File: src/rtl/irq_ctrl.sv
// Word-addressed interrupt controller on the system bridge.
// It latches per-source pending bits, applies the mask and global enable, and drives HWInt to CP0.
module irq_ctrl #(
  parameter int         N_SRC    = 6,
  parameter logic [5:0] RST_EDGE = 6'h00
) (
  input  logic             clk,
  input  logic             reset,
  input  logic [31:2]      Addr,
  input  logic             WE,
  input  logic [31:0]      Din,
  output logic [31:0]      Dout,
  input  logic [N_SRC-1:0] irq_in,
  output logic [5:0]       hw_int
);

  logic             gie;
  logic [N_SRC-1:0] mask;
  logic [N_SRC-1:0] edge_sel;
  logic [N_SRC-1:0] pending;
  logic [N_SRC-1:0] irq_q;
  logic [31:0]      count;

  logic [2:0]       addr;
  logic             wr_ctrl, wr_mask, wr_edge, wr_pend, wr_claim, wr_count;
  logic [N_SRC-1:0] set, clr, pending_next, rise;
  logic [31:0]      count_next;
  logic             unused_addr;

  function automatic logic [31:0] popcount(input logic [N_SRC-1:0] v);
    logic [31:0] n;
    n = '0;
    for (int i = 0; i < N_SRC; i++) n = n + 32'(v[i]);
    return n;
  endfunction

  // Lowest-index active source wins; a zero word means nothing is claimable.
  function automatic logic [31:0] claim_word(input logic [N_SRC-1:0] v);
    logic [31:0] w;
    w = '0;
    for (int i = N_SRC - 1; i >= 0; i--)
      if (v[i]) w = {1'b1, 28'd0, 3'(i)};
    return w;
  endfunction

  assign addr        = Addr[4:2];
  assign unused_addr = ^Addr[31:5];

  assign wr_ctrl  = WE && (addr == 3'd0);
  assign wr_mask  = WE && (addr == 3'd1);
  assign wr_edge  = WE && (addr == 3'd2);
  assign wr_pend  = WE && (addr == 3'd3);
  assign wr_claim = WE && (addr == 3'd4);
  assign wr_count = WE && (addr == 3'd5);

  // Set terms are evaluated regardless of MASK and GIE, and they override a same-cycle clear.
  always_comb begin
    set = irq_in & ~(edge_sel & irq_q);
    clr = '0;
    if (wr_pend)
      clr = Din[N_SRC-1:0];
    if (wr_claim && (int'(Din[2:0]) < N_SRC))
      clr = clr | (N_SRC'(1) << Din[2:0]);
    pending_next = (pending & ~clr) | set;
    rise         = pending_next & ~pending;
    count_next   = wr_count ? Din : count + popcount(rise);
  end

  always_ff @(posedge clk) begin
    if (reset) begin
      gie      <= 1'b0;
      mask     <= '0;
      edge_sel <= RST_EDGE[N_SRC-1:0];
      pending  <= '0;
      irq_q    <= '0;
      count    <= '0;
      hw_int   <= '0;
    end else begin
      if (wr_ctrl) gie      <= Din[0];
      if (wr_mask) mask     <= Din[N_SRC-1:0];
      if (wr_edge) edge_sel <= Din[N_SRC-1:0];
      pending <= pending_next;
      irq_q   <= irq_in;
      count   <= count_next;
      hw_int  <= gie ? 6'(pending_next & mask) : 6'd0;
    end
  end

  always_comb begin
    Dout = '0;
    case (addr)
      3'd0:    Dout = {31'd0, gie};
      3'd1:    Dout = 32'(mask);
      3'd2:    Dout = 32'(edge_sel);
      3'd3:    Dout = 32'(pending);
      3'd4:    Dout = claim_word(pending & mask);
      3'd5:    Dout = count;
      default: Dout = '0;
    endcase
  end

endmodule
File: config.mk
export PLATFORM = sky130hd
export DESIGN_NAME = irq_ctrl
export DESIGN_NICKNAME = d
export VERILOG_FILES = /design/src/rtl/irq_ctrl.sv
export SDC_FILE = /design/constraint.sdc
export NUM_CORES = 1
export LEC_CHECK = 0
export BUFFER_PORTS_ARGS = -buffer_cell sky130_fd_sc_hd__buf_2
export CORE_MARGIN = 2
export CORE_UTILIZATION = 47
export CTS_BUF_LIST = sky130_fd_sc_hd__clkbuf_16
export DETAILED_ROUTE_END_ITERATION = 12
export GPL_TIMING_DRIVEN = 1
export PLACE_DENSITY = 0.77
export SLEW_MARGIN = 20
export SYNTH_ARGS = -nofsm -noshare
export SYNTH_HDL_FRONTEND = slang
export SYNTH_SLANG_ARGS = --single-unit
export TNS_END_PERCENT = 100
File: constraint.sdc
create_clock -name clk -period 3.38 [get_ports clk]
set_input_delay 0.676 -clock clk [delete_from_list [all_inputs] [get_ports clk]]
set_output_delay 0.676 -clock clk [all_outputs]
set_load 0.01 [all_outputs]
==> summary.txt <==
outcome: finished, final reports clean
initial antenna violation count: 0
CTS Buffer Depth: 2
post-route DRC violation count: 0
H-Tree Depth: 3
number of synthesized flops with an enable pin: 0
DRT antenna net count: 0
Placed Cells: 590
critical path data arrival time: 3500 ps
Layout area overhead: 24.7%
pin count of the biggest net entering global routing: 38
Yosys warnings: 0
Worst Setup End Kind: flip-flop
row count: 31
worst-skew pair later-pin latency: 330 ps
Main synth FF type: dfxtp_1
startpoint class of the critical path: input port
Synth cell types: 48
Crit. Startpoint: irq_in[0]
Syn Nets: 499
Multi-input gate area: 0.00217 mm2
mapped cell area: 0.00352 mm2
vias in the first global route: 3,240
Worst Setup EP: count[24]$_SDFF_PP0_
slowest CP cell: fa_1
post-layout util: 60.4%
Sink Count: 63
cell taking the most area after synthesis: dfxtp_1
PwrDens: 481 mW/mm2
Worst Reg-to-Reg Cells: 14
Final Hold Fails: 0
final-stage net count: 580
starting DRC count in detailed routing: 216
RSZ-0062 raised after global routing: yes
WHS: 483 ps
Worst R2R End: count[24]$_SDFF_PP0_
#FFs+latches synth: 63
Initial Util: 48.5%
WS Path Type: input port to flip-flop
reg2reg start: edge_sel[2]$_SDFFE_PP0P_
final instance area: 0.00438 mm2
number of port buffers: 81
FF/Latch Area: 0.00126 mm2
max cap viols: 0
final slew viol count: 0
first-pass GRT wire length: 15,300 um
Total Routing Usage GR: 22.8%
post-DP HPWL: 6530 um
RD Place Congestion: 0.857
Pre-antenna DRT Iters: 5
Worst Tran Pin Value: 593 ps
cells along the critical path: buf_2 -> nand2_1 -> nor2_2 -> fa_1 -> fa_1 -> inv_1 -> fa_2 -> inv_1 -> fa_2 -> a21o_1 -> buf_12 -> nand4_1 -> xor2_1 -> a211oi_1
routed len/inst: 15.1 um
DR vias: 3,391
fraction of layout cells with a size suffix above 1: 25.6%
synth top area cells: dfxtp_1, nor2_1, a211oi_1
clk_skew: 7.54 ps
Layout fillers: 620
Post-synth ARST share: 0%
post-layout minimum cycle time: 3260 ps
Static Leak: 1.87 nW
CTS Buf Count: 9
min-delay worst type: flip-flop to flip-flop
die area: 0.00819 mm2
final setup fails: 0
Layout Cells excl Fill: 606
Post-synth top cells: dfxtp_1, nor2_1, nand2_1
Cells after Synth: 421
DP Area: 0.00407 mm2
Chip Width: 90.5 um
ant diodes: 0
worst vdd rail ir drop: 0.293 mV
FMAX: 306 MHz
Die Y: 90.5 um
post-synth top area share: 35.9%
register area share after synthesis: 35.9%
# Post-CTS Setup Buffers: 0
core area: 0.00725 mm2
# IOs: 109
Overflow after GRT: 0
reg2reg setup slack: 170 ps
Slew HR: 60.5%
Avg Vias per Cell: 5.60
CTS tree: built
period utilization: 96.5%
clock slew at reported path FFs: 50 ps
Routed WL: 9140 um
Critical Path RT: 3610 ps
crit path max fanout: 12
clock tree root driver cell: clkbuf_16
CP max stage delay: 520 ps
Mapped Avg Cell Area: 8.35 um2
[worst min path at each step]
stage / from / end / cells after the start
floorplan: mask[4]$_SDFFE_PP0P_ / hw_int[4]$_SDFF_PP0_ / 2
global placement: mask[5]$_SDFFE_PP0P_ / hw_int[5]$_SDFF_PP0_ / 2
detailed placement: mask[5]$_SDFFE_PP0P_ / hw_int[5]$_SDFF_PP0_ / 2
CTS: mask[5]$_SDFFE_PP0P_ / hw_int[5]$_SDFF_PP0_ / 2
global route: mask[2]$_SDFFE_PP0P_ / hw_int[2]$_SDFF_PP0_ / 2
finish: mask[5]$_SDFFE_PP0P_ / hw_int[5]$_SDFF_PP0_ / 2
[per-stage QoR]
stage	total power [mW]	TNS [ps]	setup slack, ps
after floorplan	1.09	0	33.8
after detailed placement	1.24	-5630	-278
after global placement	1.22	-3900	-211
after global routing	2.21	-91.9	-34.3
final	2.11	0	117
after CTS	2.11	0	28.6
[layout by cell type, fill, tap and decap left out, types with 4 or more instances in the layout]
cell,netlist,routed
o21ai_0,8,8
nand4_1,13,13
nor4_1,4,4
nor2_1,63,61
a32oi_1,4,4
xnor2_1,7,7
nor2b_1,9,9
nand2b_1,5,5
nor3_1,4,4
dfxtp_1,63,62
clkbuf_16,0,9
a21oi_1,10,9
a211oi_2,0,4
nand3_1,13,13
buf_2,5,81
mux2_2,5,5
a211oi_1,25,21
a22oi_1,7,7
buf_4,0,13
mux2i_1,15,15
nand2_1,41,40
xor2_1,20,20
inv_1,5,8
and2_1,26,26
and3_1,8,8
[cell families after synthesis]
| family | count (synthesis) | share of synthesized area (%) |
|---|---|---|
| compound gates | 70 | 13.9 |
| xor+xnor | 27 | 6.73 |
| fa+ha+maj | 7 | 3.35 |
| buf+inv | 30 | 3.38 |
| flops | 63 | 35.9 |
| mux | 21 | 6.51 |
| simple gates | 203 | 30.3 |
[timing repair]
item,in CTS,in global routing
endpoints found under the setup margin,0,23
hold buffers,0,0
hold endpoints to repair,0,0
resized for setup,0,8
[area by class of cell]
| class | count | share of cell area, % |
|---|---|---|
| Clock buffer | 9 | 5.14 |
| Clock inverter | 7 | 1.31 |
| Inverter | 5 | 0.428 |
| Multi-Input combinational cell | 328 | 49.6 |
| Sequential cell | 63 | 28.8 |
| Tap cell | 99 | 2.83 |
| Timing Repair Buffer | 95 | 11.9 |
[routing by layer]
metal	up-vias	part of all wire, %	track usage [%]
met5	-	0	0
met4	0	3.1	10.0
met3	35	5.3	4.84
met2	116	48	36.4
met1	1590	44	29.7
li1	1650	-	-
[sequential cells by signal, summed over array words and instances, names as in the netlist]
register,cells
mask,6
pending,6
gie,1
count,32
hw_int,6
edge_sel,6
irq_q,6
[worst max-delay path: cells and delay by family]
family / cells / cell delay (ps)
adder cells (fa/ha/maj): 4 / 1560
buffers and inverters: 4 / 390
AO/OA/AOI/OAI: 2 / 370
AND/OR/NAND/NOR: 3 / 310
XOR/XNOR: 1 / 170
[power breakdown]
group | switching (mW) | internal [mW]
combinational | 0.210 | 0.183
sequential | 0.0512 | 0.789
clock | 0.317 | 0.557
Note: power is estimated with default switching activity, not from simulation.
